### config.mk
export PLATFORM = sky130hd
export DESIGN_NAME = rat_ret_addr_stack
export DESIGN_NICKNAME = d
export VERILOG_FILES = /design/src/rtl/rat_pkg.sv /design/src/rtl/rat_stack_ram.sv /design/src/rtl/rat_ret_addr_stack.sv
export SDC_FILE = /design/constraint.sdc
export NUM_CORES = 1
export LEC_CHECK = 0
export CAP_MARGIN = 5
export CORE_ASPECT_RATIO = 1.75
export CORE_MARGIN = 2
export CORE_UTILIZATION = 35
export DETAILED_ROUTE_END_ITERATION = 10
export GPL_TIMING_DRIVEN = 0
export MAX_ROUTING_LAYER = met4
export PLACE_DENSITY = 0.57
export SYNTH_ARGS = -nofsm -noshare
export SYNTH_HDL_FRONTEND = slang
export SYNTH_SLANG_ARGS = --single-unit
### constraint.sdc
create_clock -name CLK -period 7 [get_ports CLK]
set_clock_uncertainty 0.1 [all_clocks]
set_input_delay 1.05 -clock CLK [delete_from_list [all_inputs] [get_ports CLK]]
set_output_delay 1.05 -clock CLK [all_outputs]
set_load 0.01 [all_outputs]
### src/rtl/rat_pkg.sv
// Shared RAT MCU definitions: PC width, ISR vector, mux-select encodings and
// the stack operation decode used by the return-address stack.
package rat_pkg;

  localparam int PC_W = 10;
  localparam logic [PC_W-1:0] ISR_VEC = 10'h3FF;

  typedef enum logic [1:0] {
    PC_FROM_IMMED = 2'b00,
    PC_FROM_STACK = 2'b01,
    PC_FROM_ISR   = 2'b10
  } pc_mux_sel_t;

  typedef enum logic [1:0] {
    RF_FROM_ALU = 2'b00,
    RF_FROM_SCR = 2'b01,
    RF_FROM_B   = 2'b10,
    RF_FROM_IN  = 2'b11
  } rf_wr_sel_t;

  typedef enum logic [1:0] {
    STK_IDLE,
    STK_PUSH,
    STK_POP,
    STK_REPL
  } stk_op_t;

  function automatic stk_op_t stk_op(input logic push, input logic pop);
    case ({push, pop})
      2'b10:   return STK_PUSH;
      2'b01:   return STK_POP;
      2'b11:   return STK_REPL;
      default: return STK_IDLE;
    endcase
  endfunction

endpackage

### src/rtl/rat_stack_ram.sv
// Return-address storage: synchronous write, asynchronous read, no reset so it
// maps onto distributed RAM.
module rat_stack_ram #(
  parameter int DEPTH = 32,
  parameter int PC_W  = 10,
  localparam int AW   = $clog2(DEPTH)
) (
  input  logic            clk,
  input  logic            we,
  input  logic [AW-1:0]   wr_addr,
  input  logic [PC_W-1:0] wr_data,
  input  logic [AW-1:0]   rd_addr,
  output logic [PC_W-1:0] rd_data
);

  logic [PC_W-1:0] mem [DEPTH];

  always_ff @(posedge clk) begin
    if (we) mem[wr_addr] <= wr_data;
  end

  assign rd_data = mem[rd_addr];

endmodule

### src/rtl/rat_ret_addr_stack.sv
// Return-address stack for the RAT MCU: occupancy counter, sticky error flags
// and a zero-latency top-of-stack output feeding the PC mux.
module rat_ret_addr_stack #(
  parameter int DEPTH = 32,
  parameter int PC_W  = 10
) (
  input  logic                       CLK,
  input  logic                       RST,
  input  logic                       PUSH,
  input  logic                       POP,
  input  logic [PC_W-1:0]            PUSH_DATA,
  input  logic                       ERR_CLR,
  output logic [PC_W-1:0]            FROM_STACK,
  output logic [$clog2(DEPTH+1)-1:0] COUNT,
  output logic                       EMPTY,
  output logic                       FULL,
  output logic                       OVERFLOW,
  output logic                       UNDERFLOW
);

  import rat_pkg::*;

  localparam int CW = $clog2(DEPTH+1);
  localparam int AW = $clog2(DEPTH);
  localparam logic [CW-1:0] CNT_MAX = CW'(DEPTH);

  logic [CW-1:0]   count_q, count_d, top_idx;
  logic            ovf_q, ovf_d, unf_q, unf_d;
  logic            ovf_err, unf_err;
  logic            empty, full, we;
  logic [AW-1:0]   wr_addr;
  logic [PC_W-1:0] rd_data;
  stk_op_t         op;

  assign empty   = (count_q == '0);
  assign full    = (count_q == CNT_MAX);
  assign top_idx = count_q - 1'b1;
  assign op      = stk_op(PUSH, POP);

  // Simultaneous push+pop overwrites the top in place; on an empty stack it
  // degenerates to a plain push but still reports the missing pop.
  always_comb begin
    count_d = count_q;
    we      = 1'b0;
    wr_addr = count_q[AW-1:0];
    ovf_err = 1'b0;
    unf_err = 1'b0;
    case (op)
      STK_PUSH: begin
        if (full) ovf_err = 1'b1;
        else begin
          we      = 1'b1;
          count_d = count_q + 1'b1;
        end
      end
      STK_POP: begin
        if (empty) unf_err = 1'b1;
        else       count_d = top_idx;
      end
      STK_REPL: begin
        we = 1'b1;
        if (empty) begin
          unf_err = 1'b1;
          count_d = CW'(1);
        end else begin
          wr_addr = top_idx[AW-1:0];
        end
      end
      default: ;
    endcase
    ovf_d = ovf_err | (ovf_q & ~ERR_CLR);
    unf_d = unf_err | (unf_q & ~ERR_CLR);
  end

  always_ff @(posedge CLK or posedge RST) begin
    if (RST) begin
      count_q <= '0;
      ovf_q   <= 1'b0;
      unf_q   <= 1'b0;
    end else begin
      count_q <= count_d;
      ovf_q   <= ovf_d;
      unf_q   <= unf_d;
    end
  end

  rat_stack_ram #(.DEPTH(DEPTH), .PC_W(PC_W)) u_ram (
    .clk     (CLK),
    .we      (we),
    .wr_addr (wr_addr),
    .wr_data (PUSH_DATA),
    .rd_addr (top_idx[AW-1:0]),
    .rd_data (rd_data)
  );

  assign FROM_STACK = empty ? '0 : rd_data;
  assign COUNT      = count_q;
  assign EMPTY      = empty;
  assign FULL       = full;
  assign OVERFLOW   = ovf_q;
  assign UNDERFLOW  = unf_q;

endmodule

==> run metrics <==
Commonest cells post-synth edfxtp_1 (320), nand2_1 (65), mux4_2 (59); Fmax 152.9 MHz; H-tree depth 1; postcts setup bufs 0; Yosys cell types 63; Post-route DRC 0; gpl congestion 0.9304; Slew headroom 0.1292; Initial DRT Pass Iterations 7; Internal 4.398 mW; vias in the first global route 7688; Reg clk slew, reported paths 0.08 ns; post_cts resized 0; Final Slew Violations 0; most area-consuming cells after synthesis edfxtp_1 (70%), mux4_2 (9.7%), mux2i_1 (2.2%); fin crit share 0.9344; Seq pwr share 0.327; Via-to-Cell Ratio 5.425; mean post-synth cell area 17.06 sq um; top-count cell post-synth edfxtp_1; total die area 40660 sq um; met3 usage 0.01564; RSZ-0062 raised after global routing no; crit path time final 6.541 ns; CP Max Fanout 10; critical path startpoint category register; Final Setup Violations 0; Horiz. Die Dim 153.3 um; Syn Nets 817; CP Class register to output port; total chip power 7.071 mW; P_sw 2.673 mW; ys flop type edfxtp_1; Comb pwr share 0.452; Clk pwr share 0.222; Yosys warning count 0; Worst R2R Path Depth 9; # nets final 884; placed cell area 14700 sq um; # diodes 0; outcome completed; TritonCTS clock tree yes; Post-synth EDFFs 320; Min-Delay Path Depth 1; HPWL Detailed 25110 um; drt total wl 35790 um; Setup crit end kind output port; routed vias 7449; # Max-Cap Violations 0; Pleak 4.963 nW; largest net degree at the start of global routing 33; synthesized instance count 800; Peak supply drop 0.2858 mV; Die Y 265.3 um; P&R area growth vs syn 14.27%; met2 Use GR 0.3304; Post-Synthesis Cell Area 13650 sq um; worst hold path type register to register; cts bufs inserted 28; Worst Tran Pin Value 1.302 ns; Top Usage Layer GRT met2; Initial Utilization 0.3555; crit path DAT 5.39 ns; Yosys reg bits 328; Clock Path Buffers 3; core area 38390 sq um; Async S/R FF share, synth 0.02439; Final Cell Area 15600 sq um; gr usage total 0.1801; row count 95; grt ovf 0; setup TNS after final layout 0 ns; antenna violations before repair 0; Clk Latency, worst-skew pair 0.56 ns; Power Dens Cells 453.3 nW/um^2; IO Port Bufs 33; Synth area leader edfxtp_1; global-route wire length before repair 51850 um; post-synth top area share 0.7039; Hold Vio Cnt, Final 0; post-synthesis sequential area ratio 0.7186; clock sink count 328; Iter 0 DRT Violations 575; fraction of layout cells with a size suffix above 1 0.1892; Fillers 3467; io pins 35; M1 GR Usage 0.1947; WL/cell 26.07 um; Worst EP required 5.85 ns; Routed Antenna Nets 0; Hold Buf Count CTS 0; Switching Share 0.3780; CTS root buf clkbuf_16
[routing by layer]
layer | routed length (um) | vias up
met5 | 0 | -
met1 | 13140 | 3854
met2 | 19730 | 206
met3 | 1140 | 58
met4 | 1782 | 0
li1 | - | 3331
[critical path, stage by stage, from the launching register on]
cell	delay [ns]
dfrtp_1	0.39
buf_2	0.30
clkinv_1	0.33
buf_1	0.41
ha_1	0.46
buf_2	0.29
clkbuf_1	0.73
mux4_2	0.41
mux2i_1	0.47
o22ai_1	0.21
a32o_1	0.31
clkdlybuf4s50_1	0.50
[placed cells by master, fill, tap and decap left out, types with 9 or more instances in the layout]
| cell | synthesis | final |
|---|---|---|
| a21oi_1 | 15 | 15 |
| a32o_1 | 11 | 11 |
| nand2_1 | 65 | 65 |
| clkdlybuf4s50_1 | 0 | 30 |
| o21ai_0 | 14 | 14 |
| nor3_1 | 9 | 9 |
| nor2b_1 | 9 | 9 |
| clkbuf_16 | 0 | 29 |
| buf_2 | 28 | 31 |
| mux4_2 | 59 | 59 |
| nand3_1 | 41 | 41 |
| nor2_1 | 45 | 45 |
| clkbuf_1 | 19 | 22 |
| o22ai_1 | 17 | 17 |
| clkinv_1 | 3 | 9 |
| edfxtp_1 | 320 | 320 |
| mux2i_1 | 30 | 30 |
| mux2_2 | 16 | 16 |
[cell type report]
type	instances	area, sq um	area share
sequential	328	9809	0.6289
multi-input combinational	408	3542	0.2271
clock buffer	32	737.0	0.04724
timing repair buffer	37	425.4	0.02727
tap	485	606.8	0.03890
buffer	55	265.3	0.01700
clock inverter	19	178.9	0.01147
inverter	9	33.78	0.002166
[power groups by stage]
stage	Clock [mW]	Sequential, mW	Combinational [mW]
floorplan	0	2.35	1.92
global placement	0	2.35	3.20
detailed placement	0	2.35	3.21
CTS	1.60	2.31	3.22
global route	1.67	2.32	3.36
finish	1.57	2.31	3.19
[registers in the layout (all words and copies together) (netlist names)]
register	cells
UNDERFLOW	1
COUNT	6
OVERFLOW	1
u_ram.mem	320
[metrics by stage]
stage / instances / hold WS [ns] / worst slack [ns] / utilization
final: 1373 / 0.4032 / 0.4591 / 0.4063
after global routing: 1373 / 0.4297 / 0.3384 / 0.4063
after CTS: 1373 / 0.4116 / 0.4565 / 0.4067
after detailed placement: 1322 / 0.3935 / 1.069 / 0.3828
after global placement: 1318 / 0.3789 / 1.063 / 0.3800
after floorplan: 800 / 0.4311 / 2.998 / -
[cells by family after synthesis]
group	count (synthesis)	share of synthesized area
XOR/XNOR	4	0.003117
adder cells (fa/ha/maj)	2	0.001833
multiplexers	105	0.1325
AND/OR/NAND/NOR	193	0.06673
flip-flops	328	0.7186
AO/OA/AOI/OAI	104	0.05527
buffers and inverters	64	0.02191
[final timing paths]
check                                   end     start  slack (ns)
setup / recovery              FROM_STACK[1]  COUNT[0]        0.46
hold / removal                     OVERFLOW  OVERFLOW        0.40
setup reg to reg           u_ram.mem[10][3]  COUNT[0]        1.97
hold reg to reg                    OVERFLOW  OVERFLOW        0.40
max in group asynchronous         UNDERFLOW       RST        5.93
min in group asynchronous          COUNT[4]       RST        0.63
(Power assumes the default switching activity.)
